===== src/rtl/tri_pkg.sv =====
// Shared types and constants for the triangle edge scheduler.
package tri_pkg;

  localparam int unsigned COORD_W_DEFAULT = 32;

  // Fixed edge order within a triangle.
  localparam logic [1:0] EDGE_V1V2 = 2'd0;
  localparam logic [1:0] EDGE_V1V3 = 2'd1;
  localparam logic [1:0] EDGE_V2V3 = 2'd2;

  typedef enum logic [1:0] {
    IDLE      = 2'd0,
    ISSUE     = 2'd1,
    WAIT_DONE = 2'd2
  } state_e;

  typedef struct packed {
    logic [COORD_W_DEFAULT-1:0] x1;
    logic [COORD_W_DEFAULT-1:0] y1;
    logic [COORD_W_DEFAULT-1:0] x2;
    logic [COORD_W_DEFAULT-1:0] y2;
    logic [COORD_W_DEFAULT-1:0] x3;
    logic [COORD_W_DEFAULT-1:0] y3;
  } tri_t;

endpackage


===== src/rtl/tri_fifo.sv =====
// Synchronous FIFO of triangle records; read data is the current head.
module tri_fifo
  import tri_pkg::*;
#(
  parameter type         T     = tri_t,
  parameter int unsigned DEPTH = 4
) (
  input  logic                   clk,
  input  logic                   rst_n,
  input  logic                   push_i,
  input  T                       data_i,
  input  logic                   pop_i,
  output T                       data_o,
  output logic [$clog2(DEPTH):0] count_o
);

  localparam int unsigned AW = $clog2(DEPTH);

  T              mem_q [DEPTH];
  logic [AW-1:0] wr_ptr_q;
  logic [AW-1:0] rd_ptr_q;
  logic [AW:0]   count_q;
  logic          do_push;
  logic          do_pop;

  assign do_push = push_i && (count_q < (AW+1)'(DEPTH));
  assign do_pop  = pop_i && (count_q != '0);

  // Pointer and occupancy tracking; reset flushes the queue.
  always_ff @(posedge clk or negedge rst_n) begin
    if (!rst_n) begin
      wr_ptr_q <= '0;
      rd_ptr_q <= '0;
      count_q  <= '0;
    end else begin
      if (do_push) wr_ptr_q <= wr_ptr_q + AW'(1);
      if (do_pop)  rd_ptr_q <= rd_ptr_q + AW'(1);
      case ({do_push, do_pop})
        2'b10:   count_q <= count_q + (AW+1)'(1);
        2'b01:   count_q <= count_q - (AW+1)'(1);
        default: count_q <= count_q;
      endcase
    end
  end

  // Storage array; contents need no reset since pointers gate visibility.
  always_ff @(posedge clk) begin
    if (do_push) mem_q[wr_ptr_q] <= data_i;
  end

  assign data_o  = mem_q[rd_ptr_q];
  assign count_o = count_q;

endmodule


===== src/rtl/triangle_edge_scheduler.sv =====
// Queues triangles and issues their three edges one at a time to a line engine.
module triangle_edge_scheduler
  import tri_pkg::*;
#(
  parameter int unsigned COORD_W         = COORD_W_DEFAULT,
  parameter int unsigned FIFO_DEPTH      = 4,
  parameter bit          SKIP_DEGENERATE = 1'b1
) (
  input  logic                          clk,
  input  logic                          reset,
  input  logic                          tri_valid,
  output logic                          tri_ready,
  input  logic [COORD_W-1:0]            x_vertice_1,
  input  logic [COORD_W-1:0]            x_vertice_2,
  input  logic [COORD_W-1:0]            x_vertice_3,
  input  logic [COORD_W-1:0]            y_vertice_1,
  input  logic [COORD_W-1:0]            y_vertice_2,
  input  logic [COORD_W-1:0]            y_vertice_3,
  output logic                          edge_valid,
  input  logic                          edge_ready,
  output logic [COORD_W-1:0]            x_coordinate_1,
  output logic [COORD_W-1:0]            y_coordinate_1,
  output logic [COORD_W-1:0]            x_coordinate_2,
  output logic [COORD_W-1:0]            y_coordinate_2,
  output logic [1:0]                    edge_index,
  input  logic                          line_done,
  output logic                          tri_done,
  output logic [$clog2(FIFO_DEPTH):0]   fifo_count,
  output logic                          busy
);

  localparam int unsigned CW = $clog2(FIFO_DEPTH) + 1;

  typedef struct packed {
    logic [COORD_W-1:0] x1;
    logic [COORD_W-1:0] y1;
    logic [COORD_W-1:0] x2;
    logic [COORD_W-1:0] y2;
    logic [COORD_W-1:0] x3;
    logic [COORD_W-1:0] y3;
  } rec_t;

  state_e             state_q, state_d;
  logic [1:0]         idx_q, idx_d;
  rec_t               work_q, work_d;
  rec_t               in_rec, head;
  logic [CW-1:0]      count;
  logic               push, pop;
  logic               rdy_en_q;
  logic               done_q, done_d;
  logic [COORD_W-1:0] ax, ay, bx, by;
  logic [COORD_W-1:0] hx1_q, hy1_q, hx2_q, hy2_q;
  logic               skip_edge;
  logic               tri_last;

  // tri_ready stays low through reset and rises on the first clock after release.
  assign tri_ready = rdy_en_q && (count < CW'(FIFO_DEPTH));
  assign push      = tri_valid && tri_ready;
  assign in_rec    = {x_vertice_1, y_vertice_1, x_vertice_2, y_vertice_2,
                      x_vertice_3, y_vertice_3};

  tri_fifo #(
    .T     (rec_t),
    .DEPTH (FIFO_DEPTH)
  ) u_fifo (
    .clk     (clk),
    .rst_n   (reset),
    .push_i  (push),
    .data_i  (in_rec),
    .pop_i   (pop),
    .data_o  (head),
    .count_o (count)
  );

  // Select the current edge's endpoints from the working triangle.
  always_comb begin
    ax = work_q.x1;
    ay = work_q.y1;
    bx = work_q.x2;
    by = work_q.y2;
    case (idx_q)
      EDGE_V1V2: begin ax = work_q.x1; ay = work_q.y1; bx = work_q.x2; by = work_q.y2; end
      EDGE_V1V3: begin ax = work_q.x1; ay = work_q.y1; bx = work_q.x3; by = work_q.y3; end
      default:   begin ax = work_q.x2; ay = work_q.y2; bx = work_q.x3; by = work_q.y3; end
    endcase
  end

  assign skip_edge  = SKIP_DEGENERATE && (ax == bx) && (ay == by);
  assign edge_valid = (state_q == ISSUE) && !skip_edge;
  assign tri_last   = (idx_q == EDGE_V2V3) &&
                      (((state_q == ISSUE) && skip_edge) ||
                       ((state_q == WAIT_DONE) && line_done));

  // Next-state logic. Triangle completion and the idle pop share one pop path
  // so a queued triangle starts back-to-back without passing through IDLE.
  always_comb begin
    state_d = state_q;
    idx_d   = idx_q;
    work_d  = work_q;
    pop     = 1'b0;
    done_d  = 1'b0;
    if (tri_last) begin
      done_d  = 1'b1;
      state_d = IDLE;
      idx_d   = EDGE_V1V2;
    end else begin
      case (state_q)
        ISSUE: begin
          if (skip_edge)       idx_d   = idx_q + 2'd1;
          else if (edge_ready) state_d = WAIT_DONE;
        end
        WAIT_DONE: begin
          if (line_done) begin
            idx_d   = idx_q + 2'd1;
            state_d = ISSUE;
          end
        end
        default: state_d = state_q;
      endcase
    end
    if (((state_q == IDLE) || tri_last) && (count != '0)) begin
      pop     = 1'b1;
      work_d  = head;
      idx_d   = EDGE_V1V2;
      state_d = ISSUE;
    end
  end

  // FSM, working triangle and completion pulse registers.
  always_ff @(posedge clk or negedge reset) begin
    if (!reset) begin
      state_q  <= IDLE;
      idx_q    <= '0;
      work_q   <= '0;
      done_q   <= 1'b0;
      rdy_en_q <= 1'b0;
    end else begin
      state_q  <= state_d;
      idx_q    <= idx_d;
      work_q   <= work_d;
      done_q   <= done_d;
      rdy_en_q <= 1'b1;
    end
  end

  // Remember the last issued endpoints so the outputs hold while idle.
  always_ff @(posedge clk or negedge reset) begin
    if (!reset) begin
      hx1_q <= '0;
      hy1_q <= '0;
      hx2_q <= '0;
      hy2_q <= '0;
    end else if (edge_valid) begin
      hx1_q <= ax;
      hy1_q <= ay;
      hx2_q <= bx;
      hy2_q <= by;
    end
  end

  assign x_coordinate_1 = edge_valid ? ax : hx1_q;
  assign y_coordinate_1 = edge_valid ? ay : hy1_q;
  assign x_coordinate_2 = edge_valid ? bx : hx2_q;
  assign y_coordinate_2 = edge_valid ? by : hy2_q;
  assign edge_index     = idx_q;
  assign tri_done       = done_q;
  assign fifo_count     = count;
  assign busy           = (state_q != IDLE);

endmodule


===== config.mk =====
export PLATFORM = sky130hd
export DESIGN_NAME = triangle_edge_scheduler
export DESIGN_NICKNAME = d
export VERILOG_FILES = /design/src/rtl/tri_pkg.sv /design/src/rtl/tri_fifo.sv /design/src/rtl/triangle_edge_scheduler.sv
export SDC_FILE = /design/constraint.sdc
export NUM_CORES = 1
export LEC_CHECK = 0
export CELL_PAD_IN_SITES_DETAIL_PLACEMENT = 0
export CELL_PAD_IN_SITES_GLOBAL_PLACEMENT = 1
export CORE_ASPECT_RATIO = 1.4
export CORE_MARGIN = 4
export CORE_UTILIZATION = 46
export DETAILED_ROUTE_END_ITERATION = 8
export PLACE_DENSITY_LB_ADDON = 0.08
export SLEW_MARGIN = 20
export SYNTH_ARGS = -nofsm -noshare
export SYNTH_HDL_FRONTEND = slang
export SYNTH_SLANG_ARGS = --single-unit

===== constraint.sdc =====
create_clock -name clk -period 5.8 [get_ports clk]
set_input_delay 1.16 -clock clk [delete_from_list [all_inputs] [get_ports clk]]
set_output_delay 1.16 -clock clk [all_outputs]
set_load 0.1 [all_outputs]

==> metrics.md <==
| Metric | Value |
|---|---|
| Htree depth | 3 |
| Leading cell types in the layout, fill and taps excluded | sky130_fd_sc_hd__edfxtp_1 (768), sky130_fd_sc_hd__dfrtp_1 (329), sky130_fd_sc_hd__clkdlybuf4s50_1 (203) |
| Area of the mapped netlist | approximately 0.044 mm^2 |
| Setup skew after layout | 0.0222 ns |
| FMAX | 175 MHz |
| Clock buffer count from CTS | around 110 |
| Global router's overall resource usage | 23.8% |
| Share of post-route cells with drive strength above 1 | 27.2% |
| Total detailed-routing wirelength | around 120000 um |
| P&R area growth vs syn | 22.6% |
| Fraction of registers with async set/reset | 30.2% |
| Remaining antenna violation count | 0 |
| CP Launch Type | flip-flop |
| Cell type contributing the most total cell area after synthesis | sky130_fd_sc_hd__edfxtp_1 |
| Maximum resistive drop on vdd | 0.507 mV |
| Post-synthesis sequential element count | 1101 |
| Count of final hold-check violations | 0 |
| Area contributors post-synth | sky130_fd_sc_hd__edfxtp_1 (53%), sky130_fd_sc_hd__dfrtp_1 (19%), sky130_fd_sc_hd__mux4_2 (9.9%) |
| Seq/Total Area, Yosys | 72.1% |
| Total via count after detailed routing | ~23000 |
| Horiz. Die Dim | between 200 and 300 um |
| Min-delay worst type | input port to async pin |
| Count of endpoints failing setup in the final report | 0 |
| Gr ovfl total | 0 |
| Number of rows created at floorplan | 133 |
| CTS tree | built |
| Period utilisation layout | a little over nine tenths |
| Cell at the root of the clock tree | sky130_fd_sc_hd__clkbuf_16 |
| Final-layout worst hold slack | between 0.5 and 0.6 ns |
| DIE AREA | 0.0997 mm^2 |
| Net count after synthesis | 2516 |
| Total power | 29.8 mW |
| Number of clock sinks seen by CTS | about 1100 |
| Critical path capture point type | output port |
| Clock slew at the register clock pins of the worst setup and hold paths | 0.07 ns |
| Starting utilization of the core area | 46.4% |
| Area of all placed cells without fillers | 0.0534 mm^2 |
| Transition at the pin with the smallest max-transition slack | around 1.1 ns |
| R2R depth | 10 |
| Chip Height | ~370 um |
| Min cycle time layout | around 5.7 ns |
| Setup tns final | 0 ns |
| DRC viols | 0 |
| Setup slack after layout | 0.0988 ns |
| Final HPWL from detailed placement | 78400 um |
| Areal power density over the cells | roughly 560 mW/mm^2 |
| Largest driver fanout on the critical path | 65 |
| Pleak | 19.3 nW |
| CTS max path bufs | 3 |
| Instance count after placement with tap cells included | 3796 |
| Average cell area after synthesis | 18.8 um^2 |
| Required time at the worst-slack endpoint | 4.64 ns |
| Cell count after synthesis | 2313 |
| Relative slew slack | 28.6% |
| Count of synthesis-stage warnings from yosys | 0 |
| Max_cap viols | 0 |
| Number of synthesized flops with an enable pin | 768 |
| Initial DRT Pass Iterations | 5 |
| Most used flip-flop cell after synthesis | sky130_fd_sc_hd__edfxtp_1 |
| Detailed router's first-iteration violation count | 1849 |
| Area inside the core boundary | around 0.094 mm^2 |
| Status | finished, final reports clean |
| Clock latency at the later pin of the worst-skew pair | roughly 0.7 ns |
| Wire per inst | roughly 30 um |
| Pin count of the biggest net entering global routing | 132 |
| Hold-fix buffer count after cts | 0 |
| Ports placed on the boundary | 334 |
| Final Instance Count excl. Fillers | 4019 |
| Final weighted congestion in routability-driven placement | 0.820 |
| Number of antenna violations at the first check in global routing | 23 |
| Wire length of the first global-routing pass | 171000 um |
| Commonest non-fill, non-tap cell in the layout | sky130_fd_sc_hd__edfxtp_1 |
| Final count of pins violating max slew | 0 |
| Top-area cell type share of the netlist area | 53.0% |
| Cell Area, Placed | 0.0497 mm^2 |
| Vias in the first global route | 23800 |
| Post-route core utilization | 56.9% |
| Pre-CTS setup slack | 0.602 ns |
| Number of buffer cells added on primary ports | 333 |
| Nets | 2901 |
| Path type of the worst setup path | flip-flop to output port |
| Data arrival at the endpoint of the critical path | 4.54 ns |
| Via density | 5.67 |
| Post-synthesis cell type count | 46 |
-- cells in the mapped netlist, types with 2 or more instances --
cell type / number
sky130_fd_sc_hd__nand2b_1: 2
sky130_fd_sc_hd__clkbuf_2: 8
sky130_fd_sc_hd__buf_2: 11
sky130_fd_sc_hd__nor4_1: 22
sky130_fd_sc_hd__dfrtp_1: 333
sky130_fd_sc_hd__nand4_1: 16
sky130_fd_sc_hd__ha_1: 5
sky130_fd_sc_hd__and3_1: 4
sky130_fd_sc_hd__nor2b_1: 7
sky130_fd_sc_hd__edfxtp_1: 768
sky130_fd_sc_hd__mux2_2: 192
sky130_fd_sc_hd__mux2i_1: 191
sky130_fd_sc_hd__clkbuf_1: 61
sky130_fd_sc_hd__mux4_2: 192
sky130_fd_sc_hd__inv_1: 8
sky130_fd_sc_hd__nor2_1: 11
sky130_fd_sc_hd__nand3_1: 6
sky130_fd_sc_hd__nand2_1: 139
sky130_fd_sc_hd__buf_1: 4
sky130_fd_sc_hd__xor2_1: 51
sky130_fd_sc_hd__buf_6: 15
sky130_fd_sc_hd__a21oi_1: 9
sky130_fd_sc_hd__o21ai_1: 61
sky130_fd_sc_hd__xnor2_1: 82
sky130_fd_sc_hd__o21a_1: 2
sky130_fd_sc_hd__buf_4: 19
sky130_fd_sc_hd__o21ai_0: 70
sky130_fd_sc_hd__a31oi_1: 2
sky130_fd_sc_hd__nor3_1: 5
-- area by class of cell --
class / instances / area [um^2]
Clock buffer: 146 / 2960
Timing Repair Buffer: 395 / 5380
Antenna cell: 14 / 35.0
Sequential cell: 1101 / 31400
Clock inverter: 54 / 537
Tap cell: 1215 / 1520
Multi-Input combinational cell: 1086 / 11500
Inverter: 8 / 30.0
Fill cell: 7265 / 40500
-- where the power goes --
group	total, mW	switching [mW]	leakage [nW]	internal, mW
Sequential	11.2	1.36	10.9	9.88
Clock	6.91	3.00	1.72	3.91
Combinational	11.6	7.14	6.64	4.47
Total	29.8	11.5	19.3	18.3
-- logic make-up (layout without fill, tap and decap cells) --
kind of cell             Yosys count  count (layout)  synth area share (%)
adder cells (fa/ha/maj)            6               6                 0.190
AND/OR/NAND/NOR                  217             217                  2.24
AO/OA/AOI/OAI                    154             154                  1.90
buffers and inverters            126             603                  1.56
multiplexers                     575             575                  19.3
other                              1              15               0.00862
XOR/XNOR                         133             133                  2.68
flip-flops                      1101            1101                  72.1
-- critical path: stages, from the launching register on --
cell                      delay [ns]
sky130_fd_sc_hd__dfrtp_4        0.48
sky130_fd_sc_hd__buf_12         0.14
sky130_fd_sc_hd__buf_4          0.24
sky130_fd_sc_hd__mux2i_1        0.26
sky130_fd_sc_hd__xor2_1         0.27
sky130_fd_sc_hd__nand4_1        0.25
sky130_fd_sc_hd__nor4_1         0.37
sky130_fd_sc_hd__a41oi_2        0.26
sky130_fd_sc_hd__o31ai_4        0.30
sky130_fd_sc_hd__buf_4          0.18
sky130_fd_sc_hd__buf_6          0.44
sky130_fd_sc_hd__o21ai_0        0.33
sky130_fd_sc_hd__buf_12         0.25
-- sequential cells by signal, indices dropped and copies added, names as in the netlist --
register	count
work_q	192
tri_done	1
rdy_en_q	1
u_fifo.wr_ptr_q	2
edge_index	2
state_q	2
hx2_q	32
hy2_q	32
u_fifo.count_o	3
u_fifo.rd_ptr_q	2
u_fifo.mem_q	768
hy1_q	32
hx1_q	32
-- timing repair --
item / CTS / global route
resized for setup: 0 / 4
cloned: 0 / 1
endpoints found under the setup margin: 103 / 24
setup buffers: 5 / 3
pin swaps: 0 / 1
-- per-layer routing --
layer	wire (um)	vias to the layer above	part of all wire, %	GRT usage [%]
met1	48700	12200	41	31.8
met2	61400	648	52	40.9
met3	6530	146	5.5	4.11
met4	2160	14	1.8	5.86
met5	92	-	0.077	0
li1	-	9796	-	-
-- path summary, 6_finish.rpt --
path | slack, ns | startpoint | endpoint
min in group clk | 0.52 | hy2_q[16] | hy2_q[16]
setup / recovery | 0.1 | edge_index[0] | y_coordinate_1[14]
hold / removal | 0.50 | reset | work_q[191]
max in group asynchronous | 3.88 | reset | hx2_q[20]
hold reg to reg | 0.52 | hy2_q[16] | hy2_q[16]
setup reg to reg | 1.47 | edge_index[0] | work_q[104]
No activity file was read; power rests on OpenSTA's default activity.
